File: src/rtl/pong_game_sequencer.sv
// pong_game_sequencer: match controller that serves, pauses and scores the Pong subsystem.
module pong_game_sequencer #(
  parameter int WIN_SCORE    = 7,
  parameter int SERVE_FRAMES = 60
) (
  input  logic       clock,
  input  logic       reset,
  input  logic       start,
  input  logic       pause,
  input  logic       posEdgeScreenEnd,
  input  logic [1:0] winner,
  output logic       cpu_reset,
  output logic       frame_tick,
  output logic [3:0] score_p1,
  output logic [3:0] score_p2,
  output logic       game_over,
  output logic [1:0] champion,
  output logic [2:0] state_dbg
);
  typedef enum logic [2:0] {
    IDLE  = 3'd0,
    SERVE = 3'd1,
    PLAY  = 3'd2,
    PAUSE = 3'd3,
    POINT = 3'd4,
    OVER  = 3'd5
  } state_t;
  state_t state, next;
  logic start_q, pause_q, start_edge, pause_edge, scored, serve_done, restart;
  logic [7:0] serve_cnt;
  logic [1:0] pt_reg;
  logic [3:0] new_score;
  assign start_edge = start & ~start_q;
  assign pause_edge = pause & ~pause_q;
  assign scored     = winner == 2'b01 || winner == 2'b10;
  assign serve_done = posEdgeScreenEnd && (serve_cnt + 8'd1) == 8'(SERVE_FRAMES);
  assign restart    = start_edge && (state == IDLE || state == OVER);
  assign new_score  = (pt_reg == 2'b01 ? score_p1 : score_p2) + 4'd1;
  assign state_dbg  = state;
  always_comb begin
    next = state;
    case (state)
      IDLE:    next = start_edge ? SERVE : IDLE;
      SERVE:   next = serve_done ? PLAY : SERVE;
      PLAY:    next = scored ? POINT : (pause_edge ? PAUSE : PLAY);
      PAUSE:   next = pause_edge ? PLAY : PAUSE;
      POINT:   next = new_score == 4'(WIN_SCORE) ? OVER : SERVE;
      OVER:    next = start_edge ? SERVE : OVER;
      default: next = IDLE;
    endcase
  end
  always_ff @(posedge clock or negedge reset)
    if (!reset) state <= IDLE;
    else state <= next;
  always_ff @(posedge clock or negedge reset) begin
    if (!reset) begin
      start_q    <= 1'b0;
      pause_q    <= 1'b0;
      serve_cnt  <= 8'd0;
      pt_reg     <= 2'b00;
      score_p1   <= 4'd0;
      score_p2   <= 4'd0;
      champion   <= 2'b00;
      cpu_reset  <= 1'b1;
      frame_tick <= 1'b0;
      game_over  <= 1'b0;
    end else begin
      start_q    <= start;
      pause_q    <= pause;
      cpu_reset  <= !(next == PLAY || next == PAUSE);
      game_over  <= next == OVER;
      frame_tick <= state == PLAY && posEdgeScreenEnd;
      if (restart) serve_cnt <= 8'd0;
      else if (state == SERVE && posEdgeScreenEnd) serve_cnt <= serve_done ? 8'd0 : serve_cnt + 8'd1;
      if (state == PLAY && scored) pt_reg <= winner;
      if (restart) begin
        score_p1 <= 4'd0;
        score_p2 <= 4'd0;
        champion <= 2'b00;
      end else if (state == POINT) begin
        if (pt_reg == 2'b01) score_p1 <= new_score;
        else score_p2 <= new_score;
        if (new_score == 4'(WIN_SCORE)) champion <= pt_reg;
      end
    end
  end
endmodule

File: config.mk
export PLATFORM = sky130hd
export DESIGN_NAME = pong_game_sequencer
export DESIGN_NICKNAME = d
export VERILOG_FILES = /design/src/rtl/pong_game_sequencer.sv
export SDC_FILE = /design/constraint.sdc
export NUM_CORES = 1
export LEC_CHECK = 0
export BUFFER_PORTS_ARGS = -buffer_cell sky130_fd_sc_hd__buf_4
export CAP_MARGIN = 20
export CORE_MARGIN = 3
export CORE_UTILIZATION = 35
export DETAILED_ROUTE_END_ITERATION = 12
export PLACE_DENSITY = 0.6
export SLEW_MARGIN = 20
export SYNTH_ARGS = -nofsm -noshare
export SYNTH_HDL_FRONTEND = slang
export SYNTH_SLANG_ARGS = --single-unit
File: constraint.sdc
create_clock -name clock -period 2.55 [get_ports clock]
set_input_delay 0 -clock clock [delete_from_list [all_inputs] [get_ports clock]]
set_output_delay 0 -clock clock [all_outputs]
set_load 0.02 [all_outputs]
Word level (Yosys, flattened, before mapping)
Cells that the tools add are included.
- bits in registers: 28
- bits of input ports: 7
- output and inout bits: 16
- logic and storage cells: 69
- add/sub/neg operators: 2
- equality and inequality tests: 14
- mux-type cells: 21
- bitwise gates (word level): 4
- reductions and logical operators: 17
- operator list (kind ; count):
    $mux 4 ; 7
    $mux 8 ; 3
    $pmux 3 s6 ; 1
    $eq 3x2->1 const B ; 4
    $eq 3x3->1 const B ; 3
    $mux 3 ; 3
    $add 8x1->8 const B ; 1
    $eq 8x6->1 const B ; 1
    $mux 2 ; 4
    $reduce_bool 2->1 ; 4
    $reduce_and 2->1 ; 3
    $logic_and 1x1->1 ; 5
    $add 4x1->4 const B ; 1
    $eq 2x1->1 const B ; 2
    $eq 4x3->1 const B ; 1
    $eq 3x1->1 const B ; 1
    $logic_not 3->1 ; 1
    $logic_or 1x1->1 ; 3
    $mux 1 ; 3
    $and 1x1->1 ; 2
    $eq 2x2->1 const B ; 1
    $ne 2x2->1 const B ; 1
    $not 1->1 ; 2
    $logic_not 1->1 ; 1

Longest topological paths before layout
- word-level depth: 9
- gate-level depth with buffers: 7
- depth with buffers taken out: 7

Worst setup path after synthesis
OpenSTA, ideal clock, no wires.
- path type: register to register
- start: register pt_reg[1]
- end: register champion[1]
- setup time: 128 ps
- arrival time: 2085 ps
- required time: 2422 ps
- slack: 337 ps
- stages on the path, launching flop included: 8
- path buffers: 0
- period minus slack after synthesis: 2213 ps
- path through: dfrtp_1 nor2b_4 mux2i_1 inv_1 ha_1 xor2_1 a2111o_1 mux2_1
- word-level cells in the longest chain between the ends: 6
- elaborated cells between the ends (all ways): 9
- those cells by class: 1 x add/sub; 2 x eq/ne; 4 x mux; 2 x reduce/logical
- ends and longest elaborated chain (item ; line ; source):
    start: declaration ; 31 ; logic [1:0] pt_reg;
    start signal: assignment ; 75 ; if (state == PLAY && scored) pt_reg <= winner;
    $eq 2x1->1 ; 38 ; assign new_score = (pt_reg == 2'b01 ? score_p1 : score_p2) + 4'd1;
    $mux 4 ; 38 ;
    $add 4x1->4 ; 38 ;
    $eq 4x3->1 ; 83 ; if (new_score == 4'(WIN_SCORE)) champion <= pt_reg;
    $reduce_bool 2->1 (no source line) ; -- ;
    $reduce_and 2->1 (no source line) ; -- ;
    end signal: assignment ; 83 ;
    end: declaration ; 17 ; output logic [1:0] champion,
Parallel ways exist; a longest one is shown, timed or not. The select of a mux whose other input is x is not followed.
A chain may end at the register's enable or synchronous reset.

Worst setup path after layout
Same ends and word-level chain as after synthesis.

==> metrics.txt <==
status completed; gr usage total 0.124; setup TNS 0 ns; max-capacitance violation count 0; PortBufs 22; Synth area leader dfrtp_1; Setup Crit Path Kind reg2reg; root buf cell clkbuf_8; top cell type's share of synthesized area 0.478; Vias between 1000 and 1500; max reg flops 8; crit path launch type flip-flop; Final Hold Viols 0; RSZ-0062 raised after global routing no; GRT overflow 0; LEAKAGE 0.861 nW; Antenna Cells 0; initial antenna violation count 0; Core Util, Final 0.469; CTS H-tree lvls 1; # setup viols final 0; post-synthesis async set-or-reset flop share 1.00; Synth Register Bits 28; Initial Utilization 0.375; Period minus WS final roughly 2.4 ns; Worst VDD drop 0.471 mV; TritonCTS buffer count 3; Ports 23; Post-synth top flop dfrtp_1; sequential-to-total area share from yosys stat 0.497; number of enable flip-flop cells after synthesis 0; Die X a little under 70 um; clock-pin slew on the worst setup and hold paths 0.09 ns; Synth cell types 37; worst-skew pair later-pin latency between 0.2 and 0.3 ns; CTS tree done; Fmax 420 MHz; Setup crit end kind flip-flop; Wirelength per Cell approximately 13 um; DRT iter0 DRCs 78; fin crit share 0.935; Synth area leaders dfrtp_1 (48%), nor2_1 (4.5%), nand2_1 (3.7%); first-pass GRT wire length 4.92 mm; met1 usage 0.154; largest net degree at the start of global routing 29; Arrival @ worst endpoint 2.55 ns; Die H 69.5 um; drt pass-1 iters 4; most used routing layer met2; share of post-route cells with drive strength above 1 0.190; DP Area 0.00165 sq mm; Detail Placement HPWL 2.11 mm; Slew Limit Fails 0; Max Buffers Root-to-Sink 2; Post-DRT Antenna Nets 0; vias in the first global route ~1100; Post-Syn Instances roughly 140; DIE AREA 0.00483 sq mm; most common cell in the netlist dfrtp_1; Placer Congestion 0.889; Top reg by flops serve_cnt; post-synthesis cell area 0.00141 sq mm; Syn-to-layout area delta 25.3%; fin nets around 190; hold path depth 3; drt drc 0; CTS sink cnt 28; Hold Path Class in2reg; GR Util met3 0.0319; routed vias/inst 5.05; syn nets 154; met2 Track Usage GR 0.212; core area between 0.003 and 0.004 sq mm; slew margin rel. 0.733; Ys Warns 0; syn avg cell area 9.81 sq um; FP Rows 22; PwrDens 614 mW/mm^2; Clock Skew 0.00742 ns; Post-synth top cells dfrtp_1 (27), nor2_1 (17), nand2_1 (14); WL final 2.80 mm; Top Registers serve_cnt: 8 flops, score_p1: 4 flops, score_p2: 4 flops; Tot Pwr 1.09 mW; Final Cell Area 0.00177 sq mm; CP required ~2.7 ns; slew at the pin with the worst max-slew slack 0.399 ns; Reg2Reg Depth 7; CP Max Fanout 6
==> repair_timing <==
action                                 4_1_cts  5_1_grt
setup buffers                                0        0
endpoints found under the hold margin       32        0
setup endpoints to repair                    0        1
hold buffers                                 5        0
resized for setup                            0        1
==> kinds of logic (layout without fill, tap and decap cells) <==
logic type,Yosys count,after routing,share of synthesized area
AOI/OAI and AO/OA,29,29,0.127
xor gates and xnor gates,9,9,0.0558
adders and majority gates,3,3,0.0266
buffers and inverters,9,39,0.0239
DFF,28,28,0.497
muxes,7,7,0.0514
and+or+nand+nor,59,59,0.219
==> where the power goes <==
| group | switching (mW) | internal [mW] |
|---|---|---|
| clock network | 0.133 | 0.210 |
| registers | 0.0510 | 0.489 |
| logic | 0.109 | 0.0953 |
| total | 0.293 | 0.795 |
==> worst max-delay path, stage by stage, from the launching register on <==
cell	delay, ns
dfrtp_1	0.45
nor2b_4	0.21
mux2i_2	0.31
inv_1	0.08
ha_1	0.25
xor2_1	0.18
a2111o_1	0.46
mux2_1	0.33
==> final cells by class <==
cell class	count	area, sq um
Clock buffer	3	41.3
Clock inverter	1	30.0
Timing Repair Buffer	30	238
Multi-Input combinational cell	107	681
Fill cell	357	2000
Sequential cell	28	702
Tap cell	48	60.1
Inverter	5	18.8
==> cells in the final DEF (no fill, tap or decap), types with 2 or more instances in the layout <==
cell type	n
o21ai_1	8
clkbuf_8	3
or3b_1	2
inv_1	5
o21bai_1	2
dfrtp_1	27
nor2_1	17
mux2i_1	4
dlygate4sd3_1	5
xnor2_1	3
nor2b_1	3
a211oi_1	2
o21ai_0	4
xor2_1	6
o31ai_1	2
nand3_1	7
buf_4	25
and3_1	4
nand2b_1	4
a21oi_1	4
nand2_1	14
o22ai_1	2
ha_1	3
==> metrics by stage <==
stage	setup slack, ns	hold WS (ns)	std cells
3_5_place_dp	0.144	-0.0553	213
3_3_place_gp	0.248	-0.0625	213
6_report	0.166	0.0157	222
4_1_cts	0.127	0.00629	222
5_1_grt	0.0633	0.0308	222
2_1_floorplan	0.337	-0.296	144
==> path summary, 6_finish.rpt <==
path	startpoint	endpoint	slack (ns)
max	pt_reg[1]	champion[1]	0.17
min	winner[0]	pt_reg[0]	0.02
max reg2reg	pt_reg[1]	champion[1]	0.17
min reg2reg	serve_cnt[4]	serve_cnt[4]	0.54
max in group asynchronous	reset	cpu_reset	2.07
min in group asynchronous	reset	score_p1[3]	0.16
==> metal layers <==
| layer | part of all wire | up-vias |
|---|---|---|
| met1 | 0.46 | 538 |
| met5 | 0 | - |
| met3 | 0.032 | 4 |
| met4 | 0.010 | 0 |
| met2 | 0.49 | 20 |
| li1 | - | 558 |
Note: power is estimated with default switching activity, not from simulation.
